**src/rtl/note_player.sv**
```systemverilog
// Per-voice note controller: latches a note, fetches its phase increment from the
// frequency ROM, gates sine-reader advance requests and counts the note down in beats.
module note_player #(
    parameter int NOTE_W   = 6,
    parameter int DUR_W    = 6,
    parameter int STEP_W   = 20,
    parameter int SAMPLE_W = 16
) (
    input  logic                clk,
    input  logic                reset,
    input  logic                play_enable,
    input  logic [NOTE_W-1:0]   note,
    input  logic [DUR_W-1:0]    duration,
    input  logic                load_new_note,
    input  logic                beat,
    input  logic                generate_next_sample,
    output logic [NOTE_W-1:0]   freq_addr,
    input  logic [STEP_W-1:0]   freq_step,
    output logic [STEP_W-1:0]   step_size,
    output logic                generate_next,
    input  logic [SAMPLE_W-1:0] sine_sample,
    input  logic                sine_ready,
    output logic [SAMPLE_W-1:0] sample_out,
    output logic                new_sample_ready,
    output logic                done_with_note,
    output logic                busy
);

    typedef enum logic [1:0] {IDLE, FETCH, LOAD, PLAY} state_t;

    state_t              state_q, state_d;
    logic [NOTE_W-1:0]   note_q, note_d;
    logic [DUR_W-1:0]    remaining_q, remaining_d;
    logic [STEP_W-1:0]   step_size_q, step_size_d;
    logic                done_q, done_d;
    logic [SAMPLE_W-1:0] sample_out_q, sample_out_d;
    logic                nsr_q, nsr_d;

    always_comb begin
        state_d      = state_q;
        note_d       = note_q;
        remaining_d  = remaining_q;
        step_size_d  = step_size_q;
        done_d       = 1'b0;
        sample_out_d = sample_out_q;
        nsr_d        = 1'b0;

        case (state_q)
            IDLE: begin
                step_size_d = '0;
                if (load_new_note) begin
                    note_d      = note;
                    remaining_d = duration;
                    state_d     = FETCH;
                end
            end
            FETCH: state_d = LOAD;
            LOAD: begin
                if (remaining_q == '0) begin
                    // zero-length note finishes immediately and never drives a step
                    done_d      = 1'b1;
                    step_size_d = '0;
                    state_d     = IDLE;
                end else begin
                    step_size_d = (note_q == '0) ? '0 : freq_step;
                    state_d     = PLAY;
                end
            end
            PLAY: begin
                if (beat && play_enable) begin
                    if (remaining_q > DUR_W'(1)) begin
                        remaining_d = remaining_q - DUR_W'(1);
                    end else begin
                        done_d      = 1'b1;
                        step_size_d = '0;
                        state_d     = IDLE;
                        // back-to-back note: accept a load landing on the final beat
                        if (load_new_note) begin
                            note_d      = note;
                            remaining_d = duration;
                            state_d     = FETCH;
                        end
                    end
                end
            end
            default: state_d = IDLE;
        endcase

        if (sine_ready) begin
            sample_out_d = (note_q == '0 || state_q == IDLE) ? '0 : sine_sample;
            nsr_d        = 1'b1;
        end
    end

    always_ff @(posedge clk) begin
        if (reset) begin
            state_q      <= IDLE;
            note_q       <= '0;
            remaining_q  <= '0;
            step_size_q  <= '0;
            done_q       <= 1'b0;
            sample_out_q <= '0;
            nsr_q        <= 1'b0;
        end else begin
            state_q      <= state_d;
            note_q       <= note_d;
            remaining_q  <= remaining_d;
            step_size_q  <= step_size_d;
            done_q       <= done_d;
            sample_out_q <= sample_out_d;
            nsr_q        <= nsr_d;
        end
    end

    assign freq_addr        = note_q;
    assign step_size        = step_size_q;
    assign generate_next    = (state_q == PLAY) && generate_next_sample && play_enable;
    assign sample_out       = sample_out_q;
    assign new_sample_ready = nsr_q;
    assign done_with_note   = done_q;
    assign busy             = (state_q != IDLE);

endmodule

```
**config.mk**
```make
export PLATFORM = sky130hd
export DESIGN_NAME = note_player
export DESIGN_NICKNAME = d
export VERILOG_FILES = /design/src/rtl/note_player.sv
export SDC_FILE = /design/constraint.sdc
export NUM_CORES = 1
export LEC_CHECK = 0
export ABC_AREA = 0
export CAP_MARGIN = 20
export CORE_MARGIN = 3
export CORE_UTILIZATION = 44
export DETAILED_ROUTE_END_ITERATION = 12
export PLACE_DENSITY = 0.85
export SYNTH_ARGS = -nofsm -noshare
export SYNTH_HDL_FRONTEND = slang
export SYNTH_SLANG_ARGS = --single-unit
```
**constraint.sdc**
```tcl
create_clock -name clk -period 4.6 [get_ports clk]
set_clock_uncertainty 0.05 [all_clocks]
set_input_delay 1.15 -clock clk [delete_from_list [all_inputs] [get_ports clk]]
set_output_delay 1.15 -clock clk [all_outputs]
set_load 0.02 [all_outputs]
```
==> run metrics, run 1 <==
status completed; clk_lat worst skew 0.31 ns; RSZ-0062 raised after global routing false; die footprint between 5000 and 6000 sq um; Pleak 1.25 nW; Area contributors post-synth dfxtp_1 (48%), a22o_1 (8.0%), a21oi_1 (5.1%); EDFF count, synth 0; hold slack around 0.44 ns; first-pass GRT wire length 9580 um; setup_tns 0 ns; DRC violations left 0; sequential share of the synthesized area 47.8%; via total after detailed routing 2111; fin crit share 78.4%; Cells after Synth 228; Yosys reg bits 52; post-CTS sizing 0; Crit-path slowest cell clkdlybuf4s50_1; final slew viol count 0; largest net degree at the start of global routing 22; Starting Density 47.8%; CP Class in2out; Net Count, Synth 286; commonest non-fill, non-tap cell in the layout clkdlybuf4s50_1; ant diodes 0; core footprint between 4000 and 5000 sq um; Top Metal Used met4; die width around 76 um; Placer Congestion just under 0.9; grt ovf 0; DRT Pass-1 Iters 4; Synth-to-Final Area Change 50.8%; clock slew at reported path FFs 0.09 ns; DR WL/cell 15.4 um; DR vias/cell between 5 and 6; post-synth top area share 47.8%; Worst IR Drop VDD between 0.0002 and 0.00025 V; Finished Cell Area 3290 sq um; Nets approximately 380; Max Cap Viol 0; met2 WL 2740 um; Startpoint Class input pin; Post-CTS Setup Inserts 0; Critical Path, Cell by Cell clkdlybuf4s50_1, and3_1, clkdlybuf4s50_1; Routed Antenna Nets 0; asr flop ratio synth 0%; PD cells 311 nW/um^2; metal1 wirelength between 2000 and 3000 um; initial antenna violation count 0; vias in the first global route 1967; Worst EP arrival 2.41 ns; CTS Buf Count 5; crit-path max cell delay 0.60 ns; Hold Path Class reg2reg; clock tree buffer depth 2; initial DRC count 76; maximum clock frequency 277 MHz; Final setup viols 0; drt total wl 5930 um; GRT Util Overall 20.0%; Critical Path RT 3.40 ns; CTS tree built; synth warn 0; layout cells sized above 1 5.63%; Die Y-Extent 76.4 um; syn_area_per_cell 9.56 sq um; CP endpoint kind primary output; Worst Path Max Fanout 3; DP Wirelength approximately 4300 um; biggest area consumer among synthesized cells dfxtp_1; post-route minimum period roughly 3.6 ns; synth unique cells 45; Top FF cell, synth dfxtp_1; flop-to-flop setup slack 2.30 ns; CTS sink count 52; CTS Hold Buffers Added 0; # IOs 101; worst slew pin tran ~0.9 ns; DP Area roughly 3200 sq um; worst relative slew slack 41.6%; H-tree Lvls 2; FP Rows 24; most frequent CP cell clkdlybuf4s50_1; CTS root buf clkbuf_8; PortBufs 100; final hold vios 0; mapped cell area 2180 sq um; routed wire length on met3 approximately 370 um; commonest cells after routing, fill and taps aside clkdlybuf4s50_1 (100), dfxtp_1 (52), a21oi_1 (22)
==> synthesized netlist by cell type, types with 2 or more instances <==
cell type  number
a31o_1          6
buf_1           2
mux2_2          3
and3_1          2
dfxtp_1        52
nor2b_1        17
or2_2           3
ha_1            3
inv_1          10
or4_1           3
a22o_1         20
clkbuf_1        8
o31ai_1         2
a221o_1         3
buf_2           3
a32o_1          2
and2_1          3
buf_6           3
a21oi_1        22
o21ai_0         4
nor2_1         19
mux2i_1         2
a311oi_1        6
o21ai_1         4
nand2_1         6
==> power breakdown <==
part,internal (W),switching (W),total [W]
Sequential,0.000472,0.0000211,0.000493
Clock,0.000161,0.000153,0.000314
Combinational,0.000112,0.000102,0.000215
Total,0.000745,0.000277,0.00102
==> critical path, delay by kind of cell <==
family | cells | cell delay (ns)
buffers and inverters | 2 | 1.10
and+or+nand+nor | 1 | 0.15
==> kinds of logic (layout without fill, tap and decap cells) <==
family | count (synthesis) | after routing | share of synthesized area [%]
flops | 52 | 52 | 47.8
fa+ha+maj | 3 | 3 | 1.72
buf+inv | 28 | 120 | 6.20
compound gates | 77 | 77 | 25.8
mux | 5 | 5 | 2.47
simple gates | 63 | 63 | 16.0
==> path summary, 6_finish.rpt <==
kind,startpoint,endpoint,cells after the start
max reg2reg,remaining_q[2],freq_addr[3],4
max,play_enable,generate_next,3
min,step_size[12],step_size[12],1
min reg2reg,step_size[12],step_size[12],1
==> state kept, by name, summed over array words and instances (netlist names) <==
register and count:
state_q 2, done_with_note 1, new_sample_ready 1, sample_out 16, freq_addr 6, step_size 20
remaining_q 6
==> layout make-up <==
| cell class | count | area, sq um |
|---|---|---|
| multi-input cells | 148 | 1000 |
| well taps | 65 | 81.3 |
| flip-flops and latches | 52 | 1040 |
| clock buffers | 5 | 68.8 |
| clock inverters | 3 | 42.5 |
| inverters | 11 | 41.3 |
| fillers | 363 | 1280 |
| repair buffers | 101 | 1010 |
==> metrics by stage <==
stage	setup WS [ns]	power, W	std cells	utilization [%]
2_1_floorplan	2.00	0.000620	228	-
3_3_place_gp	1.02	0.000712	377	69.6
3_5_place_dp	1.00	0.000716	377	69.6
4_1_cts	1.00	0.00102	385	72.0
5_1_grt	0.961	0.00107	385	72.0
6_report	0.995	0.00102	385	72.0
==> layer usage <==
| metal | vias up | GRT usage, % |
|---|---|---|
| met1 | 1019 | 26.9 |
| met4 | 0 | 6.34 |
| met2 | 77 | 31.3 |
| met5 | - | 0 |
| met3 | 7 | 5.08 |
| li1 | 1008 | - |
(Power assumes the default switching activity.)
==> run 2: changes to the inputs <==
--- a/config.mk
+++ b/config.mk
@@ -8,9 +8,9 @@
 export ABC_AREA = 0
 export CAP_MARGIN = 20
 export CORE_MARGIN = 3
-export CORE_UTILIZATION = 44
+export CORE_UTILIZATION = 41
 export DETAILED_ROUTE_END_ITERATION = 12
-export PLACE_DENSITY = 0.85
+export PLACE_DENSITY = 0.8
 export SYNTH_ARGS = -nofsm -noshare
 export SYNTH_HDL_FRONTEND = slang
 export SYNTH_SLANG_ARGS = --single-unit
==> constraint.sdc (replaced) <==
create_clock -name clk -period 3.7 [get_ports clk]
set_clock_uncertainty 0.05 [all_clocks]
set_input_delay 0.925 -clock clk [delete_from_list [all_inputs] [get_ports clk]]
set_output_delay 0.925 -clock clk [all_outputs]
set_load 0.02 [all_outputs]
==> run 2 against run 1 <==
Clock-buffer cell count rose by 1; core utilization fell by 5.5 points; global-route usage fell by 1.3 points; cell count rose by 1.0%; critical path depth did not move; critical path type unchanged; largest cell class unchanged.
==> run metrics, run 2 (synthesized netlist as in run 1, its figures left out) <==
status completed (unchanged); critical path depth 3 (unchanged); final hold vios 0 (unchanged); die width 78.9 um (was 76.4 um); Reg2Reg Launch Point remaining_q[2] (unchanged); Worst Setup SP play_enable (unchanged); worst slew pin tran 0.739 ns (was 0.876 ns); ant diodes 0 (unchanged); Synth-to-Final Area Change 50.7% (was 50.8%); Starting Density 44.1% (was 47.8%); # IOs 101 (unchanged); core footprint 4940 sq um (was 4560 sq um); Die Y-Extent 78.9 um (was 76.4 um); PD cells 368 nW/um^2 (was 311 nW/um^2); post-CTS sizing 0 (unchanged); flop-to-flop setup slack 1.40 ns (was 2.30 ns); grt ovf 0 (unchanged); drt total wl 5790 um (was 5930 um); post-route minimum period between 3 and 4 ns; initial DRC count 67 (was 76); Critical Path, Cell by Cell clkdlybuf4s50_1, and3_1, clkdlybuf4s50_1 (unchanged); hold slack 0.435 ns (was 0.438 ns); Worst IR Drop VDD 0.000242 V (was 0.000221 V); critical path buffer and inverter count 2 (unchanged); DR vias/cell 5.28 (was 5.48); FP Rows 25 (was 24); final slew viol count 0 (unchanged); maximum clock frequency around 320 MHz; CTS Buf Count 5 (unchanged); first-pass GRT wire length 9330 um (was 9580 um); clock power share 27.0% (was 30.7%); Net Sw Frac 27.3% (was 27.1%); R2R depth 4 (unchanged); DRT Pass-1 Iters 4 (unchanged); Hold Path Class reg2reg (unchanged); Seq pwr share 50.7% (was 48.2%); Max Cap Viol 0 (unchanged); commonest cells after routing, fill and taps aside clkdlybuf4s50_1 (100), dfxtp_1 (52), a21oi_1 (22) (unchanged); Worst Path Max Fanout 3 (unchanged); setup_tns 0 ns (unchanged); DR WL/cell 14.9 um (was 15.4 um); Layout Utilization 66.5% (was 72.0%); combinational fraction of design power 22.2% (was 21.0%); Routed Antenna Nets 0 (unchanged); most frequent CP cell clkdlybuf4s50_1 (unchanged); Final setup viols 0 (unchanged); DP Area 3190 sq um (was 3180 sq um); final setup margin 0.547 ns (was 0.995 ns); Worst EP arrival 2.18 ns (was 2.41 ns); CTS sink count 52 (unchanged); # fillers 446 (was 363); via total after detailed routing 2053 (was 2111); clk_lat worst skew 0.29 ns (was 0.31 ns); Int Power 0.000878 W (was 0.000745 W); CP endpoint kind primary output (unchanged); CTS tree built (unchanged); H-tree Lvls 2 (unchanged); vias in the first global route 1989 (was 1967); PortBufs 100 (unchanged); die footprint 6230 sq um (was 5830 sq um); sw power 0.000330 W (was 0.000277 W); CTS root buf clkbuf_8 (unchanged); Startpoint Class input pin (unchanged); Finished Cell Area 3290 sq um (about the same); max reg flops 20 (unchanged); Nets 379 (was 377); CTS Hold Buffers Added 0 (unchanged); GRT Util Overall 18.7% (was 20.0%); worst relative slew slack 50.4% (was 41.6%); clock slew at reported path FFs 0.08 ns (was 0.09 ns); DP Wirelength 4220 um (was 4320 um); clock tree buffer depth 2 (unchanged); Crit-path slowest cell clkdlybuf4s50_1 (unchanged); Post-CTS Setup Inserts 0 (unchanged); largest net degree at the start of global routing 21 (was 22); initial antenna violation count 0 (unchanged); DRC violations left 0 (unchanged); Place WS 0.557 ns (was 1.00 ns); layout cells sized above 1 6.21% (was 5.63%); Largest delay share family, worst path buffers and inverters (unchanged); Placer Congestion 0.813 (was 0.890); Critical Path RT 2.72 ns (was 3.40 ns); RSZ-0062 raised after global routing false (unchanged); Reg2Reg Capture Point freq_addr[5] (was freq_addr[3]); fin crit share 85.2%; crit-path max cell delay 0.60 ns (about the same); CP Class in2out (unchanged); worst setup path end generate_next (unchanged); commonest non-fill, non-tap cell in the layout clkdlybuf4s50_1 (unchanged); Pleak 1.25 nW (about the same)
## run 2: cell count changes in the layout (fill, tap and decap cells not counted), sizes merged
cell | previous run | this run
buf | 1 | 3
bufinv | 1 | 0
clkbuf | 5 | 6
clkinv | 2 | 3
clkinvlp | 1 | 0
## run 2: power by group through the flow
stage	clock (W)	combinational [W]	sequential [W]
6_report	0.000327	0.000269	0.000613
5_1_grt	0.000366	0.000291	0.000618
4_1_cts	0.000338	0.000269	0.000612
3_5_place_dp	0	0.000267	0.000625
3_3_place_gp	0	0.000264	0.000624
2_1_floorplan	0	0.000132	0.000639
## run 2: final cells by class
type | instances | area [sq um] | area share [%]
Multi-Input combinational cell | 148 | 1000 | 30.5
Sequential cell | 52 | 1040 | 31.7
Clock buffer | 6 | 82.6 | 2.51
Tap cell | 67 | 83.8 | 2.55
Clock inverter | 2 | 10.0 | 0.305
Timing Repair Buffer | 103 | 1020 | 31.2
Inverter | 11 | 41.3 | 1.26
## run 2: worst min path at each step
| stage | from | endpoint | depth (start not counted) |
|---|---|---|---|
| 2_1_floorplan | remaining_q[1] | remaining_q[1] | 1 |
| 3_3_place_gp | step_size[4] | step_size[4] | 1 |
| 3_5_place_dp | step_size[16] | step_size[16] | 1 |
| 4_1_cts | step_size[2] | step_size[2] | 1 |
| 5_1_grt | step_size[18] | step_size[18] | 1 |
| 6_report | step_size[4] | step_size[4] | 1 |
## run 2: per-layer routing
layer  GRT usage [%]  share of wire [%]  up-vias
met4            5.84               0.81        0
li1                -                  -     1010
met3            5.78                9.3        5
met5               0                  0        -
met1            24.8                 45      944
met2            29.1                 45       94
## run 2: worst reg2reg max path, stage by stage, from the launching register on
cell,delay (ns)
dfxtp_1,0.38
or4_4,0.59
o21ai_1,0.62
and3_1,0.42
a31o_1,0.19
## run 2: stage by stage
step,power (W),instances
final,0.00121,389
after global routing,0.00127,389
after CTS,0.00122,389
after detailed placement,0.000891,381
after global placement,0.000888,381
after floorplan,0.000771,228
==> edit, RTL diff (config.mk and constraints of run 1) <==
Take the reset off `sample_out_q` and load it in a clocked block of its own.
--- a/src/rtl/note_player.sv
+++ b/src/rtl/note_player.sv
@@ -101,3 +101,2 @@
             done_q       <= 1'b0;
-            sample_out_q <= '0;
             nsr_q        <= 1'b0;
@@ -109,5 +108,8 @@
             done_q       <= done_d;
-            sample_out_q <= sample_out_d;
             nsr_q        <= nsr_d;
         end
+    end
+
+    always_ff @(posedge clk) begin
+        sample_out_q <= sample_out_d;
     end
Function: differs if reset is asserted again (counterexample within 4 cycles, from zero or initial values and one cycle with reset high); with reset held inactive, the same outputs for 10 cycles.
==> edit against run 1 <==
  * Sequential cell count unchanged
  * Worst setup slack got worse by 0.0039 ns
  * Routed wire length is 11% lower
  * Global-route usage shrank 1.4 points
  * Power about the same
  * Final cell count fell by 7.0%
  * Synthesized area increased by 1.7%
  * Cell area grew 0.69%
  * Synthesized cell count shrank 14%
  * Via count fell by 11%
==> edit: results (changes against run 1) <==
- Share of post-route cells with drive strength above 1: 0.0687 (was 0.0563)
- Critical Path End: generate_next (unchanged)
- VDD IR max: 0.182 mV (was 0.221 mV)
- Clock power share: 0.252 (was 0.307)
- WL/cell: 14.8 um (was 15.4 um)
- Synthesized area per cell: 11.2 um2 (was 9.56 um2)
- Critical R2R Launch: remaining_q[0] (was remaining_q[2])
- Detailed placement HPWL: 3940 um (was 4320 um)
- CP Launch Point: play_enable (unchanged)
- R2R Path End: step_size[8] (was freq_addr[3])
- R2r setup slk: 2.40 ns (was 2.30 ns)
- DRT iter0 DRCs: 75 (was 76)
- Sequential power share: 0.516 (was 0.482)
- Met3 usage: 0.0434 (was 0.0508)
- Antenna cells: 0 (unchanged)
- Final net count: 348 (was 377)
- GR Layer Usage met1: 0.226 (was 0.269)
- Final setup margin: 0.991 ns (was 0.995 ns)
- Post-CTS setup buffer count: 0 (unchanged)
- Cell variety after synth: 47 (was 45)
- Hold path start: step_size[7] (was step_size[12])
- Adder-cell share of the synthesized area: 0.0169 (was 0.0172)
- DR vias: 1886 (was 2111)
- Clk buf depth: 2 (unchanged)
- Vias in the first global route: 1840 (was 1967)
- Synth cell count leaders: 36 x dfxtp_1, 20 x a22o_1, 19 x and2_1, 16 x edfxtp_1, 11 x inv_1 (was 52 x dfxtp_1, 22 x a21oi_1, 20 x a22o_1, 19 x nor2_1, 17 x nor2b_1)
- Worst-case reg-to-reg path depth: 6 (was 4)
- Syn nets: 255 (was 286)
- XOR/XNOR share of the synthesized area: 0 (unchanged)
- Compound-Gate Fraction of Synth Area: 0.220 (was 0.258)
- Met2 wire length: 2700 um (was 2740 um)
- I/O Buffers: 100 (unchanged)
- Placer Congestion: 0.879 (was 0.890)
- M1 wire length: 2230 um (was 2760 um)
- Crit-path slowest cell: clkdlybuf4s50_1 (unchanged)
- Initial antenna violation count: 0 (unchanged)
- Placed inst area: 3220 um2 (was 3180 um2)
- Synth area leaders: dfxtp_1 33%, edfxtp_1 22%, a22o_1 7.9% (was dfxtp_1 48%, a22o_1 8.0%, a21oi_1 5.1%)
- P_seq: 527 uW (was 493 uW)
- Met3 wire length: 310 um (was 366 um)
- Number of synthesized flops with an enable pin: 16 (was 0)
- Synth warnings: 0 (unchanged)
- Status: finished clean (unchanged)
- Root Buffer: clkbuf_8 (unchanged)
- Leakage: 1.22 nW (was 1.25 nW)
- Gr usage total: 0.186 (was 0.200)
- Final WL: 5290 um (was 5930 um)
- Clock transition at path regs: 0.09 ns (about the same)
- Multiplexer share of the synthesized area: 0.0198 (was 0.0247)
- Seq/Total Area, Yosys: 0.542 (was 0.478)
- Max reg flops: 20 (unchanged)
- Switching Fraction: 0.279 (was 0.271)
- Slew @ Worst Pin: 0.882 ns (was 0.876 ns)
- Synth top area share: 0.325 (was 0.478)
- Insertion delay to the later sink of the worst-skew pair: 0.30 ns
- Global-route wire length before repair: 8870 um (was 9580 um)
- Largest net degree at the start of global routing: 21 (was 22)
- Met2 track demand over resource: 0.330 (was 0.313)
- Post-place setup slack: 0.999 ns (was 1.00 ns)
## edit: changes by cell type in the layout (fill, tap and decap cells not counted), sizes merged, moves of 3 or more
cell and change:
edfxtp +16, o21ai -3, and2 +16, nor2 -15
a21oi -14, dfxtp -16, nor2b -16
## edit: cell type report
type | count | area [um2]
Fill cell | 374 | 1480
Clock buffer | 5 | 68.8
Sequential cell | 52 | 1200
Inverter | 11 | 41.3
Timing Repair Buffer | 100 | 1000
Clock inverter | 3 | 22.5
Tap cell | 67 | 83.8
Multi-Input combinational cell | 120 | 891
## edit: how the worst min path moves through the flow
stage / cells after the start / endpoint / slack (ns)
global route: 1 / step_size[15] / 0.46
floorplan: 2 / remaining_q[1] / 0.46
global placement: 1 / step_size[14] / 0.41
finish: 1 / step_size[7] / 0.43
CTS: 1 / step_size[7] / 0.43
detailed placement: 1 / step_size[16] / 0.40
